--- config.mk ---
export PLATFORM = sky130hd
export DESIGN_NAME = mem_arbiter_ctrl
export DESIGN_NICKNAME = d
export VERILOG_FILES = /design/src/rtl/mem_arbiter_ctrl_pkg.sv /design/src/rtl/rd_latency_pipe.sv /design/src/rtl/mem_arbiter_ctrl.sv
export SDC_FILE = /design/constraint.sdc
export NUM_CORES = 1
export LEC_CHECK = 0
export BUFFER_PORTS_ARGS = -buffer_cell sky130_fd_sc_hd__buf_2
export CORE_MARGIN = 5
export CORE_UTILIZATION = 44
export CTS_BUF_LIST = sky130_fd_sc_hd__clkbuf_4 sky130_fd_sc_hd__clkbuf_8
export DETAILED_ROUTE_END_ITERATION = 8
export PLACE_DENSITY = 0.76
export SETUP_SLACK_MARGIN = 0.1
export SLEW_MARGIN = 10
export SYNTH_ARGS = -nofsm -noshare
export SYNTH_HDL_FRONTEND = slang
export SYNTH_SLANG_ARGS = --single-unit
--- constraint.sdc ---
create_clock -name clk -period 1.8 [get_ports clk]
set_input_delay 0.18 -clock clk [delete_from_list [all_inputs] [get_ports clk]]
set_output_delay 0.18 -clock clk [all_outputs]
set_load 0.01 [all_outputs]
--- src/rtl/mem_arbiter_ctrl_pkg.sv ---
// mem_arbiter_ctrl_pkg: shared state and grant types for the memory arbiter
package mem_arbiter_ctrl_pkg;
  typedef enum logic [2:0] {IDLE, DATA_RD, DATA_WR, FETCH, WAIT} mem_arb_state_t;
  typedef enum logic {GNT_DATA, GNT_FETCH} mem_arb_grant_t;
endpackage

--- src/rtl/rd_latency_pipe.sv ---
// rd_latency_pipe: delays a read tag by the memory latency so returning data lands in the right slot
module rd_latency_pipe #(
  parameter int MEM_LAT = 1,
  parameter int IDXW = 1
) (
  input  logic            clk,
  input  logic            rst,
  input  logic            in_v,
  input  logic [IDXW-1:0] in_idx,
  output logic            out_v,
  output logic [IDXW-1:0] out_idx
);
  logic [MEM_LAT-1:0] v;
  logic [IDXW-1:0] idx [MEM_LAT];
  always_ff @(posedge clk) begin
    if (rst) v <= '0;
    else begin
      v[0] <= in_v;
      for (int k = 1; k < MEM_LAT; k++) v[k] <= v[k-1];
    end
    idx[0] <= in_idx;
    for (int k = 1; k < MEM_LAT; k++) idx[k] <= idx[k-1];
  end
  assign out_v = v[MEM_LAT-1];
  assign out_idx = idx[MEM_LAT-1];
endmodule

--- src/rtl/mem_arbiter_ctrl.sv ---
// mem_arbiter_ctrl: arbitrates CPU fetch bursts and data load/store onto one single-port memory
module mem_arbiter_ctrl
  import mem_arbiter_ctrl_pkg::*;
#(
  parameter int DW = 16,
  parameter int AW = 16,
  parameter int FETCH_WORDS = 2,
  parameter int MEM_LAT = 1,
  parameter int FAIR = 0
) (
  input  logic                      clk,
  input  logic                      rst,
  input  logic                      d_req_valid,
  output logic                      d_req_ready,
  input  logic                      d_we,
  input  logic [AW-1:0]             d_addr,
  input  logic [DW-1:0]             d_wdata,
  output logic                      d_rsp_valid,
  output logic [DW-1:0]             d_rsp_data,
  input  logic                      f_req_valid,
  output logic                      f_req_ready,
  input  logic [AW-1:0]             f_addr,
  output logic                      f_rsp_valid,
  output logic [FETCH_WORDS*DW-1:0] f_rsp_data,
  output logic                      mem_we,
  output logic [AW-1:0]             mem_addr,
  output logic [DW-1:0]             mem_wdata,
  input  logic [DW-1:0]             mem_rdata
);
  localparam int IDXW = FETCH_WORDS > 1 ? $clog2(FETCH_WORDS) : 1;
  localparam int CW = $clog2(FETCH_WORDS + 1);
  mem_arb_state_t state;
  mem_arb_grant_t last;
  logic [CW-1:0] cnt;
  logic [AW-1:0] base;
  logic iss_v, ret_v;
  logic [IDXW-1:0] iss_idx, ret_idx;
  logic idle, pick_d, take_d, take_f;
  // the losing channel's ready is dropped so only the winner handshakes on a tie
  always_comb begin
    idle = state == IDLE && !rst;
    pick_d = d_req_valid && (!f_req_valid || FAIR == 0 || last == GNT_FETCH);
    take_d = idle && pick_d;
    take_f = idle && f_req_valid && !pick_d;
  end
  assign d_req_ready = idle && (!d_req_valid || pick_d);
  assign f_req_ready = idle && (!f_req_valid || !pick_d);
  rd_latency_pipe #(.MEM_LAT(MEM_LAT), .IDXW(IDXW)) u_pipe (
    .clk(clk), .rst(rst), .in_v(iss_v), .in_idx(iss_idx), .out_v(ret_v), .out_idx(ret_idx)
  );
  always_ff @(posedge clk) begin
    if (rst) begin
      state <= IDLE;
      last <= GNT_FETCH;
      cnt <= '0;
      base <= '0;
      iss_v <= 1'b0;
      iss_idx <= '0;
      mem_we <= 1'b0;
      mem_addr <= '0;
      mem_wdata <= '0;
      d_rsp_valid <= 1'b0;
      d_rsp_data <= '0;
      f_rsp_valid <= 1'b0;
      f_rsp_data <= '0;
    end else begin
      mem_we <= 1'b0;
      mem_addr <= '0;
      mem_wdata <= '0;
      iss_v <= 1'b0;
      d_rsp_valid <= 1'b0;
      f_rsp_valid <= 1'b0;
      if (take_d) begin
        state <= d_we ? DATA_WR : DATA_RD;
        last <= GNT_DATA;
        mem_we <= d_we;
        mem_addr <= d_addr;
        mem_wdata <= d_we ? d_wdata : '0;
        iss_v <= !d_we;
        iss_idx <= '0;
      end else if (take_f) begin
        state <= FETCH;
        last <= GNT_FETCH;
        base <= f_addr;
        cnt <= CW'(1);
        mem_addr <= f_addr;
        iss_v <= 1'b1;
        iss_idx <= '0;
      end else if (state == DATA_WR) state <= IDLE;
      else if (state == FETCH) begin
        if (cnt == CW'(FETCH_WORDS)) state <= WAIT;
        else begin
          mem_addr <= base + AW'(cnt);
          iss_v <= 1'b1;
          iss_idx <= IDXW'(cnt);
          cnt <= cnt + 1'b1;
        end
      end
      // returning words belong to whichever channel holds the current grant
      if (ret_v) begin
        if (last == GNT_DATA) begin
          d_rsp_data <= mem_rdata;
          d_rsp_valid <= 1'b1;
          state <= IDLE;
        end else begin
          f_rsp_data[ret_idx*DW +: DW] <= mem_rdata;
          if (ret_idx == IDXW'(FETCH_WORDS - 1)) begin
            f_rsp_valid <= 1'b1;
            state <= IDLE;
          end
        end
      end
    end
  end
endmodule

==> metrics.md, run 1 <==
| Metric | Value |
|---|---|
| Unique masters post-synth | `40` |
| Max-slew violation count | `0` |
| Tmin final | `~1.7 ns` |
| Post-synth EDFFs | `0` |
| Critical Path RT | `just over 2 ns` |
| Mapped Nets | `approximately 510` |
| Num CTS Buffers | `9` |
| Gr usage total | `0.1890` |
| Final core occ | `0.6014` |
| Max Cap Viol | `0` |
| First DRT Iteration DRCs | `approximately 180` |
| CP Class | `reg2reg` |
| Avg WL per Cell | `14.85 um` |
| Worst-case vdd ir drop | `430.7 uV` |
| Most common library cell in the layout ignoring fill and taps | `buf_2` |
| Startpoint of the worst register-to-register path | `state[1]$_SDFF_PP0_` |
| Area delta synth->final | `32.70%` |
| Layout net count | `670` |
| Synthesized area per cell | `between 9 and 10 um2` |
| Clock power share | `0.313` |
| CP Capture Type | `register` |
| Routed WL | `~11000 um` |
| Clk buf depth | `2` |
| Detailed Routing Iterations Pass 1 | `4` |
| Port bufs | `between 150 and 200` |
| Synth Cell Area | `between 3000 and 4000 um2` |
| Largest net degree at the start of global routing | `53` |
| Die width | `105.0 um` |
| CTS root buffer | `clkbuf_8` |
| Sequential area share after synthesis | `0.5495` |
| Worst slew pin tran | `around 0.69 ns` |
| Gpl congestion | `0.8344` |
| Top post-synthesis cells by area | `dfxtp_1, nand2_1, a21oi_1, a22o_1, and2_1` |
| Synth Flop Type | `dfxtp_1` |
| Worst hold path type | `in2reg` |
| Final ANT Viol Nets | `0` |
| Die height | `about 110 um` |
| Initial antenna violation count | `0` |
| Critical path startpoint category | `register` |
| Leading area contributor after synthesis | `dfxtp_1` |
| Pleak | `approximately 0.0023 uW` |
| Final setup viols | `0` |
| First-pass GRT wire length | `17460 um` |
| Core area | `approximately 8800 um2` |
| Rows | `34` |
| Crit path from | `state[1]$_SDFF_PP0_` |
| Status | `finished, final reports clean` |
| Comb pwr share | `0.105` |
| Most frequent cells in the layout | `buf_2, nand2_1, dfxtp_1, a21oi_1, nor2_1` |
| Via density | `5.220` |
| Initial Utilization | `0.4532` |
| Antenna Cells | `0` |
| Final HPWL DP | `~7400 um` |
| Clk slew on worst S/H paths | `around 0.10 ns` |
| Clk_skew | `approximately 0.010 ns` |
| Achievable frequency | `slightly below 600 MHz` |
| Most used cell, CP | `buf_12` |
| Sw Ratio | `0.2585` |
| Share of layout cells above drive strength 1 | `0.3538` |
| #FFs+latches synth | `around 110` |
| Final period util | `0.9637` |
| Clock Sinks | `between 100 and 150` |
| CP top delay family | `simple AND/OR/NAND/NOR gates` |
| CP Max Fanout | `35` |
| Hold Fails Final Rpt | `0` |
| Hold Startpoint | `d_wdata[3]` |
| Number of global-route vias before repair | `between 3000 and 4000` |
| Crit-path cells | `nor4_4 -> buf_4 -> and3b_2 -> buf_12 -> nor2_4 -> buf_12 -> a22o_1` |
| # DRC | `0` |
| CP max-delay cell | `dfxtp_4` |
| Rel. slew slack | `0.5382` |
| CTS tree | `yes` |
| Post-Place Worst Slack | `between 0.02 and 0.03 ns` |
| Fraction of registers with async set/reset | `0` |
| Power density over the cells | `roughly 830 nW/um2` |
| Top cell type's share of synthesized area | `0.5495` |
| Pint | `3243 uW` |
| Unrepaired setup endpoints after global routing | `true` |
| GRT overflow | `0` |
| Worst Slack Setup Final | `between 0.06 and 0.07 ns` |
| I/O pins | `between 150 and 200` |
| Post-Syn Instances | `roughly 440` |
| Flop pwr share | `0.582` |
| Ys Warns | `0` |
| CP bufs+invs | `3` |
| Switching Power | `1131 uW` |
| Crit path DAT | `a little under 2 ns` |
| Die area | `11030 um2` |
| Clk_lat worst skew | `~0.36 ns` |
| CP peak stage delay | `~0.37 ns` |
| Vias post-DR | `about 3700` |
| H-Tree Depth | `3` |
==> metal layers <==
layer	wire, um	track usage	vias up
li1	-	-	1806
met1	4613	0.2425	1741
met2	4982	0.3156	150
met3	865	0.04624	9
met4	83	0.05571	0
met5	0	0	-
==> logic make-up (layout without fill, tap and decap cells) <==
logic type | Yosys count | after routing | share of synthesized area
xor gates and xnor gates | 14 | 14 | 0.03088
and+or+nand+nor | 180 | 180 | 0.2095
AOI/OAI and AO/OA | 97 | 97 | 0.1563
adders and majority gates | 4 | 4 | 0.01449
muxes | 1 | 1 | 0.002521
DFF | 109 | 109 | 0.5495
buffers and inverters | 31 | 197 | 0.03686
==> final cells by class <==
class / count / area (um2)
inverter: 3 / 11.26
sequential: 109 / 2191
fill: 773 / 3493
clock buffer: 10 / 131.4
tap: 108 / 135.1
clock inverter: 6 / 47.55
timing repair buffer: 178 / 1026
multi-input combinational: 296 / 1728
==> sequential cells by signal (all words and copies together), names as in the netlist, 2 cells and up <==
| name | count |
|---|---|
| cnt | 2 |
| mem_wdata | 16 |
| d_rsp_data | 16 |
| mem_addr | 16 |
| base | 16 |
| state | 3 |
| f_rsp_data | 32 |
==> power by group through the flow <==
stage          Clock (uW)  Sequential (uW)  Combinational, uW
4_1_cts              1410             2540                434
5_1_grt              1510             2560                506
3_3_place_gp            0             2590                410
2_1_floorplan           0             2610                192
6_report             1370             2550                460
3_5_place_dp            0             2590                417
==> timing repair <==
action	4_1_cts	5_1_grt
endpoints found under the hold margin	4	0
hold buffers	4	0
resized for setup	8	16
buffers inserted	3	6
pin swaps	6	26
setup endpoints to repair	7	32
==> synthesized netlist by cell type (all sizes together), types with 2 or more instances <==
master	number
nand2b	2
a22oi	5
a222oi	6
a221oi	4
and3	6
nor3	6
a21oi	50
xnor2	8
nor2b	4
nand2	104
buf	13
nor2	21
xor2	6
nand3	7
clkbuf	15
a211oi	3
dfxtp	109
and2	18
inv	3
o21ai	9
nand4	4
ha	3
a22o	16
nor4	3
==> final timing paths <==
check	to	slack, ns	cells after the start
setup / recovery	base[0]$_SDFFE_PP0P_	0.07	7
hold / removal	mem_wdata[3]$_SDFF_PP0_	0.02	2
setup reg to reg	base[0]$_SDFFE_PP0P_	0.07	7
hold reg to reg	u_pipe.idx[0]$_DFF_P_	0.36	0
==> metrics by stage <==
stage / total power [uW] / setup TNS (ns) / area (um2) / hold slack [ns] / instances
finish: 4374 / 0 / 5270 / 0.01794 / 710
global route: 4568 / -0.02270 / 5270 / 0.005165 / 710
CTS: 4389 / 0 / 5165 / 0.0005041 / 704
detailed placement: 3011 / 0 / 4886 / 0.3416 / 681
global placement: 3002 / 0 / 4886 / 0.3495 / 681
floorplan: 2800 / 0 / 3980 / 0.2992 / 436
No activity file was read; power rests on OpenSTA's default activity.
==> inputs of run 2 (changes only) <==
Settings changed: BUFFER_PORTS_ARGS -buffer_cell sky130_fd_sc_hd__buf_2 to -buffer_cell sky130_fd_sc_hd__buf_4, CORE_MARGIN 5 to 1.5.
==> metrics.md, run 2 (synthesis results as in run 1) <==
| Metric | Value |
|---|---|
| Routed WL | `between 10000 and 15000 um` |
| Avg WL per Cell | `around 15 um` |
| First-pass GRT wire length | `between 15000 and 20000 um` |
| Die width | `98.01 um` |
| # DRC | `0` |
| Worst slew pin tran | `around 0.7 ns` |
| Power density over the cells | `812.4 nW/um2` |
| Clk_lat worst skew | `~0.36 ns` |
| Core area | `8721 um2` |
| Max Cap Viol | `0` |
| Initial antenna violation count | `0` |
| Gpl congestion | `0.8632` |
| CP Class | `reg2reg` |
| Clock Sinks | `about 110` |
| Rel. slew slack | `0.5327` |
| Final core occ | `0.6433` |
| Vias post-DR | `around 3700` |
| Share of layout cells above drive strength 1 | `0.3490` |
| Final ANT Viol Nets | `0` |
| Crit path DAT | `between 1.5 and 2 ns` |
| Via density | `slightly above 5` |
| CTS root buffer | `clkbuf_8` |
| Worst hold path type | `in2reg` |
| # fillers | `roughly 750` |
| Largest net degree at the start of global routing | `53` |
| Die area | `9605 um2` |
| Flip-flop count of the largest register after layout | `32` |
| Max-slew violation count | `0` |
| Port bufs | `approximately 150` |
| H-Tree Depth | `3` |
| First DRT Iteration DRCs | `~190` |
| Achievable frequency | `between 500 and 600 MHz` |
| Area delta synth->final | `41.27%` |
| GRT overflow | `0` |
| Tmin final | `about 1.7 ns` |
| CP Max Fanout | `3` |
| CP Capture Type | `register` |
| Final period util | `0.9434` |
| Final HPWL DP | `~7000 um` |
| Gr usage total | `0.2122` |
| Layout net count | `664` |
| Critical path startpoint category | `register` |
| Critical Path RT | `2.05 ns` |
| Rows | `34` |
| I/O pins | `about 150` |
| Worst-case vdd ir drop | `between 300 and 400 uV` |
| Die height | `between 90 and 100 um` |
| Antenna Cells | `0` |
| Num CTS Buffers | `9` |
| CTS tree | `yes` |
| Pleak | `roughly 0.0024 uW` |
| Hold Fails Final Rpt | `0` |
| Clk slew on worst S/H paths | `0.10 ns` |
| Final setup viols | `0` |
| Status | `finished, final reports clean` |
| Clk buf depth | `2` |
| Most frequent cells in the layout | `buf_4, nand2_1, dfxtp_1, a21oi_1, nor2_1` |
| Unrepaired setup endpoints after global routing | `true` |
| Setup TNS | `0 ns` |
| Clk_skew | `about 0.0095 ns` |
| Number of global-route vias before repair | `between 3000 and 4000` |
| Most common library cell in the layout ignoring fill and taps | `buf_4` |
| Initial Utilization | `0.4554` |
| Detailed Routing Iterations Pass 1 | `7` |
| Top reg by flops | `f_rsp_data` |
## run 2: report_power, final
part | internal (uW) | total [uW] | switching, uW
sequential | 2490 | 2540 | 57.2
combinational | 275 | 508 | 233
clock | 675 | 1510 | 831
total | 3440 | 4560 | 1120
## run 2: worst paths after layout
| kind | startpoint | end | slack, ns | cells after the start |
|---|---|---|---|---|
| setup / recovery | cnt[0]$_SDFFE_PP0P_ | mem_addr[6]$_SDFF_PP0_ | 0.10 | 7 |
| hold / removal | d_wdata[12] | mem_wdata[12]$_SDFF_PP0_ | 0.02 | 2 |
| setup reg to reg | cnt[0]$_SDFFE_PP0P_ | mem_addr[6]$_SDFF_PP0_ | 0.10 | 7 |
| hold reg to reg | iss_idx$_SDFFE_PP0P_ | u_pipe.idx[0]$_DFF_P_ | 0.38 | 0 |
## run 2: cell type report
cell class,instances,area [um2],share of cell area
multi-input cells,296,1715,0.3058
clock inverters,6,71.32,0.01271
clock buffers,10,131.4,0.02342
inverters,3,11.26,0.002007
repair buffers,172,1351,0.2409
flip-flops and latches,109,2195,0.3912
well taps,108,135.1,0.02409
## run 2: stage by stage
stage	hold WS (ns)	power [uW]	setup WS, ns	cells	area [um2]
floorplan	0.2992	2800	0.1011	436	3980
global placement	0.3480	3070	0.07862	682	5264
detailed placement	0.3491	3079	0.03315	682	5264
CTS	0.0001641	4589	0.09338	702	5533
global route	0.0002038	4743	0.01147	704	5610
finish	0.01744	4558	0.1018	704	5610
## run 2: critical path, stage by stage (launching register included)
cell      delay (ns)
dfxtp_2         0.35
ha_4            0.17
fa_2            0.38
and3_4          0.20
nand3_2         0.08
xnor2_1         0.07
a222oi_1        0.29
nor2_1          0.07
## run 2: repair_timing
| item | 4_1_cts | 5_1_grt |
|---|---|---|
| gates resized for setup | 9 | 14 |
| hold buffers | 2 | 0 |
| hold endpoints to repair | 2 | 0 |
| pin swaps | 4 | 7 |
| setup buffers | 2 | 1 |
| endpoints found under the setup margin | 8 | 13 |
| cloned | 0 | 1 |
## run 2: per-layer routing
metal / up-vias / wire length, um / global-route usage
met4: 0 / 97 / 0.07253
li1: 1795 / - / -
met5: - / 0 / 0
met2: 145 / 4846 / 0.3475
met1: 1707 / 4611 / 0.2789
met3: 10 / 744 / 0.04438
==> inputs of run 3 (changes only) <==
Settings changed: PLACE_DENSITY 0.76 to default, PLACE_DENSITY_LB_ADDON from default to 0.12, REMOVE_ABC_BUFFERS from default to 1.
==> metrics.md, run 3 (synthesis results as in run 1) <==
| Metric | Value |
|---|---|
| DP Area | `5258 um2` |
| Final setup viols | `0` |
| Design area | `between 5000 and 6000 um2` |
| Port bufs | `153` |
| GRT overflow | `0` |
| Gr usage total | `0.2101` |
| Most utilized layer in the global route result | `met2` |
| Achievable frequency | `roughly 580 MHz` |
| Status | `finished, final reports clean` |
| # fillers | `between 700 and 800` |
| CTS tree | `yes` |
| Core area | `8721 um2` |
| Vias post-DR | `about 3600` |
| Final HPWL DP | `7014 um` |
| Unrepaired setup endpoints after global routing | `true` |
| Worst-case vdd ir drop | `about 450 uV` |
| Initial Utilization | `0.4554` |
| Crit path DAT | `1.96 ns` |
| Clk slew on worst S/H paths | `~0.10 ns` |
| Top reg by flops | `f_rsp_data` |
| Avg WL per Cell | `between 10 and 15 um` |
| Initial antenna violation count | `0` |
| Hold path depth | `2` |
| Layout net count | `~670` |
| Worst slew pin tran | `around 0.45 ns` |
| Die height | `98.01 um` |
| Power density over the cells | `just over 800 nW/um2` |
| Rows | `34` |
| Hold Fails Final Rpt | `0` |
| Share of layout cells above drive strength 1 | `0.3573` |
| Area delta synth->final | `42.82%` |
| Met3 usage | `0.03364` |
| CP Capture Type | `register` |
| CP Max Fanout | `3` |
| I/O pins | `around 150` |
| Worst hold slack | `0.01443 ns` |
| # DRC | `0` |
| Num CTS Buffers | `9` |
| Flip-flop count of the largest register after layout | `32` |
| M1 GR Usage | `0.2789` |
| Rel. slew slack | `0.6975` |
| Pleak | `around 0.0024 uW` |
| Clk_skew | `between 0.01 and 0.015 ns` |
| Multi-input logic area | `about 1800 um2` |
| Register area | `around 2200 um2` |
| Most frequent cells in the layout | `buf_4, nand2_1, dfxtp_1, a21oi_1, nor2_1` |
| Max-slew violation count | `0` |
| Antenna Cells | `0` |
| Routed WL | `a little over 10000 um` |
| Detailed Routing Iterations Pass 1 | `5` |
| Reg2reg path depth | `7` |
| CTS root buffer | `clkbuf_8` |
| Final period util | `0.9505` |
| Tmin final | `1.711 ns` |
| First-pass GRT wire length | `16460 um` |
| Largest net degree at the start of global routing | `38` |
| First DRT Iteration DRCs | `about 110` |
| Die area | `9605 um2` |
| Clk buf depth | `2` |
| CP Class | `reg2reg` |
| Worst hold path type | `in2reg` |
| H-Tree Depth | `3` |
| M2 GR Usage | `0.3432` |
| Critical Path RT | `between 2 and 2.5 ns` |
| Max Cap Viol | `0` |
| Die width | `98.01 um` |
| Most common library cell in the layout ignoring fill and taps | `buf_4` |
| Via density | `slightly above 5` |
| Clock Sinks | `109` |
| Gpl congestion | `about 0.83` |
| Clk_lat worst skew | `between 0.3 and 0.4 ns` |
| Final ANT Viol Nets | `0` |
| Number of global-route vias before repair | `approximately 3400` |
| Critical path startpoint category | `register` |
[run 3: changes by cell type in the layout (fill, tap and decap cells not counted), moves of 2 or more]
cell           delta
buf_6             +2
o21ai_0           -3
o21ai_1           +3
nand3_4           +2
dlygate4sd3_1     +2
buf_4             +2
[run 3: stage by stage]
| stage | setup WS, ns | util | setup TNS (ns) | power, uW | cells |
|---|---|---|---|---|---|
| 2_1_floorplan | -0.2917 | - | -7.954 | 2764 | 408 |
| 3_3_place_gp | -0.001599 | 0.6029 | -0.001599 | 3069 | 684 |
| 3_5_place_dp | -0.01933 | 0.6029 | -0.05050 | 3076 | 684 |
| 4_1_cts | 0.08942 | 0.6334 | 0 | 4668 | 702 |
| 5_1_grt | -0.01001 | 0.6504 | -0.01001 | 4850 | 707 |
| 6_report | 0.08919 | 0.6504 | 0 | 4652 | 707 |
[run 3: timing repair]
item | in CTS | in global routing
setup buffers | 0 | 3
hold buffers | 3 | 1
cloned | 0 | 1
resized for setup | 5 | 33
endpoints found under the setup margin | 6 | 49
endpoints found under the hold margin | 3 | 1
pin swaps | 4 | 28
[run 3: worst paths after layout]
kind / startpoint / to / slack (ns)
max: base[0]$_SDFFE_PP0P_ / mem_addr[6]$_SDFF_PP0_ / 0.09
min reg2reg: iss_idx$_SDFFE_PP0P_ / u_pipe.idx[0]$_DFF_P_ / 0.36
max reg2reg: base[0]$_SDFFE_PP0P_ / mem_addr[6]$_SDFF_PP0_ / 0.09
min: d_wdata[7] / mem_wdata[7]$_SDFF_PP0_ / 0.01
[run 3: layer usage]
layer	part of all wire	up-vias	wire length, um
li1	-	1799	-
met1	0.44	1663	4504
met2	0.49	110	4943
met3	0.055	14	565
met4	0.017	0	169
met5	0	-	0
[run 3: worst max-delay path, cell delays in order, from the launching register on]
cell and delay [ns]:
dfxtp_2 0.35, ha_4 0.16, fa_2 0.38, and3_4 0.22, nand3_4 0.09, xnor2_2 0.06, a222oi_1 0.29, nor2_1 0.06
[run 3: area by class of cell]
cell class / count / share of cell area
sequential: 109 / 0.3865
multi-input combinational: 296 / 0.3093
timing repair buffer: 176 / 0.2405
tap: 108 / 0.02383
clock buffer: 10 / 0.02316
clock inverter: 5 / 0.01478
inverter: 3 / 0.001985
[run 3: power by group]
| part | total, uW | switching, uW | internal (uW) |
|---|---|---|---|
| Sequential | 2550 | 58.6 | 2490 |
| Clock | 1600 | 805 | 797 |
| Combinational | 503 | 230 | 272 |
| Total | 4650 | 1090 | 3560 |
